===== config.mk =====
export PLATFORM = sky130hd
export DESIGN_NAME = serial_subtractor
export DESIGN_NICKNAME = d
export VERILOG_FILES = /design/src/rtl/serial_subtractor.sv
export SDC_FILE = /design/constraint.sdc
export NUM_CORES = 1
export LEC_CHECK = 0
export ABC_AREA = 1
export CAP_MARGIN = 5
export CORE_AREA = 2 2 59 61
export CTS_BUF_LIST = sky130_fd_sc_hd__clkbuf_8 sky130_fd_sc_hd__clkbuf_16
export DETAILED_ROUTE_END_ITERATION = 12
export DIE_AREA = 0 0 61 63
export PLACE_DENSITY_LB_ADDON = 0.08
export REMOVE_ABC_BUFFERS = 1
export SLEW_MARGIN = 20
export SYNTH_ARGS = -nofsm -noshare
export SYNTH_HDL_FRONTEND = slang
export SYNTH_SLANG_ARGS = --single-unit

===== constraint.sdc =====
create_clock -name clk -period 1.94 [get_ports clk]
set_input_delay 0.582 -clock clk [delete_from_list [all_inputs] [get_ports clk]]
set_output_delay 0.582 -clock clk [all_outputs]
set_load 0.01 [all_outputs]

===== src/rtl/serial_subtractor.sv =====
// Bit-serial unsigned subtractor: one full-subtractor cell with a registered borrow,
// processing a - b LSB first over WIDTH cycles behind a start/busy/done handshake.
module serial_subtractor #(
    parameter int unsigned WIDTH = 8
) (
    input  logic             clk,
    input  logic             rst,
    input  logic             start,
    input  logic [WIDTH-1:0] a,
    input  logic [WIDTH-1:0] b,
    output logic             busy,
    output logic             done,
    output logic [WIDTH-1:0] diff,
    output logic             borrow_out
);

    localparam int unsigned CntW = $clog2(WIDTH) + 1;
    localparam logic [CntW-1:0] LastCnt = CntW'(WIDTH - 1);

    typedef enum logic [1:0] {StIdle, StRun, StDone} state_e;

    state_e           state_q, state_d;
    logic [WIDTH-1:0] a_q, a_d, b_q, b_d;
    logic [WIDTH-2:0] res_q, res_d;
    logic [WIDTH-1:0] diff_q, diff_d;
    logic [CntW-1:0]  cnt_q, cnt_d;
    logic             bor_q, bor_d;
    logic             borrow_q, borrow_d;

    logic             d_bit;
    logic             bor_nxt;
    logic [WIDTH-1:0] res_cat;

    assign d_bit   = a_q[0] ^ b_q[0] ^ bor_q;
    assign bor_nxt = (~a_q[0] & b_q[0]) | (~(a_q[0] ^ b_q[0]) & bor_q);
    // The newest bit goes straight to the MSB, so the partial result needs only WIDTH-1 bits.
    assign res_cat = {d_bit, res_q};

    always_comb begin
        state_d  = state_q;
        a_d      = a_q;
        b_d      = b_q;
        res_d    = res_q;
        diff_d   = diff_q;
        cnt_d    = cnt_q;
        bor_d    = bor_q;
        borrow_d = borrow_q;
        case (state_q)
            StIdle: begin
                if (start) begin
                    state_d = StRun;
                    a_d     = a;
                    b_d     = b;
                    bor_d   = 1'b0;
                    cnt_d   = '0;
                end
            end
            StRun: begin
                a_d   = a_q >> 1;
                b_d   = b_q >> 1;
                res_d = res_cat[WIDTH-1:1];
                bor_d = bor_nxt;
                cnt_d = cnt_q + CntW'(1);
                if (cnt_q == LastCnt) begin
                    diff_d   = res_cat;
                    borrow_d = bor_nxt;
                    state_d  = StDone;
                end
            end
            StDone:  state_d = StIdle;
            default: state_d = StIdle;
        endcase
    end

    always_ff @(posedge clk or posedge rst) begin
        if (rst) begin
            state_q  <= StIdle;
            a_q      <= '0;
            b_q      <= '0;
            res_q    <= '0;
            diff_q   <= '0;
            cnt_q    <= '0;
            bor_q    <= 1'b0;
            borrow_q <= 1'b0;
        end else begin
            state_q  <= state_d;
            a_q      <= a_d;
            b_q      <= b_d;
            res_q    <= res_d;
            diff_q   <= diff_d;
            cnt_q    <= cnt_d;
            bor_q    <= bor_d;
            borrow_q <= borrow_d;
        end
    end

    assign busy       = (state_q != StIdle);
    assign done       = (state_q == StDone);
    assign diff       = diff_q;
    assign borrow_out = borrow_q;

endmodule


==> reports/qor.yml <==
status: "finished, final reports clean"
grt_antenna_before_repair: 0
cts_tree: "yes"
synth_adder_area_share_pct: 1.93
clkTransAtPathRegs_ns: 0.07
fin_crit_ns: 1.86
crit_type: "flip-flop to primary output"
grt_pass1_wl_microns: 5700
start_kind: "flip-flop"
power.share.switching_pct: 36.7
finalSetupTns_ns: 0
maxSlewViolCount: 0
h-tree-depth: 2
drt-total-wl_microns: 3250
synth_compound_area_share_pct: 2.01
cellPowerDensity_mw_per_mm2: 1500
crit_start: "state_q[1]"
initial_core_util_pct: 52.1
worstPathArrival_ns: 1.28
dr.pass1.iters: 4
endpoint_kind: "primary output"
wl_per_cell_microns: 11.9
fin_skew_ns: 0.00360
seq_area_frac_synth_pct: 58.0
preCtsSetupSlack_ns: 0.214
root_buffer: "clkbuf_8"
cts-hold-fix-buffers: 0
first_global_vias: 1300
dpl.hpwl_microns: 2180
track_usage_pct: 19.6
relSlewSlack_pct: 72.9
p_leak_nw: 1.05
yosys.cell_types.count: 20
worstMarginPinSlew_ns: 0.406
switchingPower_w: 0.00116
clock-sinks: 39
worstSkewPairLatency_ns: 0.28
ant_nets: 0
yosysTopAreaCellShare_pct: 58.0
hold_violations: 0
setup_viol: 0
clkPwrFrac_pct: 17.1
core_sq_mm: 0.00323
drive_gt1_share_pct: 7.49
fin_nets: 248
max_freq_mhz: 537
grt_max_degree: 40
vias_per_cell: 4.98
fin_ws_ns: 0.0764
synth_top_area_cell: "dfrtp_1"
area_delta_synth_final_pct: 25.4
clock_tree.buffer_depth: 2
synth_top_family_by_area: "simple AND/OR/NAND/NOR gates"
pwr-share-seq_pct: 43.9
gp_congestion: 0.749
yosys.area_share.simple_pct: 32.7
ir_worst_vdd_mv: 0.640
vias: 1360
die-area_sq_mm: 0.00384
numCtsBuffers: 5
io_buffers: 29
yosysWarningCount: 0
hold_start: "res_q[0]"
power_w: 0.00316
synthMuxAreaShare_pct: 0
drtIter0Drc: 62
finalCritPeriodShare_pct: 96.1
synth_xor_xnor_area_share_pct: 0
syn_area_per_cell_sq_um: 8.67
crit_fanout: 2
rr_startpoint: "state_q[0]"
synth-seq-cells: 39
internal_power_w: 0.00200
die_y_microns: 63
comb_power_share_pct: 39.0
synthesis.area_sq_mm: 0.00168
drv_cap: 0
synth_area_leaders: "dfrtp_1 58%, nand2_1 19%, nand3_1 11%, inv_1 1.8%, buf_6 1.3%"
hold_class: "flip-flop to flip-flop"
place_area_sq_mm: 0.00202
num_io_pins: 30
fp-row-count: 21
whs_ns: 0.469
dieWidth_microns: 61
antennaDiodeCount: 0
crit_required_ns: 1.36
overflow: 0
synth_cells: 194
fin_area_sq_mm: 0.00211
drcViolationCount: 0
rsz0062_at_grt: "false"
==> layout by cell type, fill, tap and decap left out <==
cell type        Yosys  layout
ha_1                 1       1
clkdlybuf4s50_1      0      28
nand4_1              1       1
nor2_4               1       1
nand2_1             84      84
inv_1                8       8
clkinv_2             0       1
inv_2                1       1
fa_1                 1       1
o21bai_1             1       1
nor2_2               1       1
o22ai_1              1       1
dlygate4sd2_1        0       1
buf_12               0       1
o21ai_0              3       3
nor2_1               5       5
nand3_1             36      36
a21oi_1              1       1
nand2_2              2       2
clkbuf_8             0       6
buf_4                2       4
dfrtp_1             39      39
==> layout make-up <==
cell class,instances,area (sq um)
Fill cell,280,1120
Multi-Input combinational cell,138,617
Tap cell,46,57.6
Clock buffer,6,82.6
Timing Repair Buffer,34,339
Inverter,9,33.8
Sequential cell,39,976
Clock inverter,1,5.00
==> flip-flops by register name (all words and copies together) (netlist names) <==
signal,flops
a_q,8
b_q,8
bor_q,1
borrow_out,1
cnt_q,4
diff,8
res_q,7
state_q,2
==> final timing paths <==
path / to / slack (ns) / depth (start not counted)
max reg2reg: cnt_q[2] / 0.52 / 6
max: busy / 0.08 / 3
max in group asynchronous: a_q[0] / 1.10 / 3
min reg2reg: diff[0] / 0.47 / 2
min in group asynchronous: res_q[0] / 0.66 / 3
min: diff[0] / 0.47 / 2
==> Yosys cell counts, drive strengths merged <==
| cell | n |
|---|---|
| ha | 1 |
| inv | 9 |
| o22ai | 1 |
| o21bai | 1 |
| dfrtp | 39 |
| buf | 7 |
| nor2 | 7 |
| fa | 1 |
| o21ai | 3 |
| nand3 | 36 |
| nand2 | 86 |
| a21oi | 1 |
| nand4 | 1 |
| clkbuf | 1 |
==> power by group through the flow <==
stage | clock (W) | sequential, W | combinational [W]
3_3_place_gp | 0 | 0.00140 | 0.00117
6_report | 0.000541 | 0.00139 | 0.00123
4_1_cts | 0.000554 | 0.00139 | 0.00125
5_1_grt | 0.000595 | 0.00144 | 0.00142
2_1_floorplan | 0 | 0.00142 | 0.000700
3_5_place_dp | 0 | 0.00141 | 0.00121
==> metal layers <==
layer | track usage (%) | up-vias | part of all wire (%)
met5 | 0 | - | 0
met4 | 4.35 | 0 | 0.83
met3 | 6.42 | 5 | 4.8
met2 | 32.5 | 34 | 50
met1 | 24.5 | 640 | 45
li1 | - | 681 | -
==> metrics by stage <==
step,utilization (%),cells
after global routing,65.3,273
after detailed placement,62.4,265
final,65.3,273
after CTS,65.3,273
after floorplan,-,186
after global placement,62.4,265
==> cell families (layout without fill, tap and decap cells) <==
kind of cell | count (synthesis) | after routing
DFF | 39 | 39
AOI/OAI and AO/OA | 6 | 6
buffers and inverters | 17 | 50
and+or+nand+nor | 130 | 130
adders and majority gates | 2 | 2
==> repair_timing <==
action	4_1_cts	5_1_grt
setup buffers	1	0
resized for setup	1	0
setup endpoints to repair	2	0
==> worst max-delay path, stage by stage (launching register included) <==
cell and delay (ns):
dfrtp_1 0.39, nor2_1 0.10, inv_1 0.04, clkdlybuf4s50_1 0.46
Power figures use the tool's default switching activity.
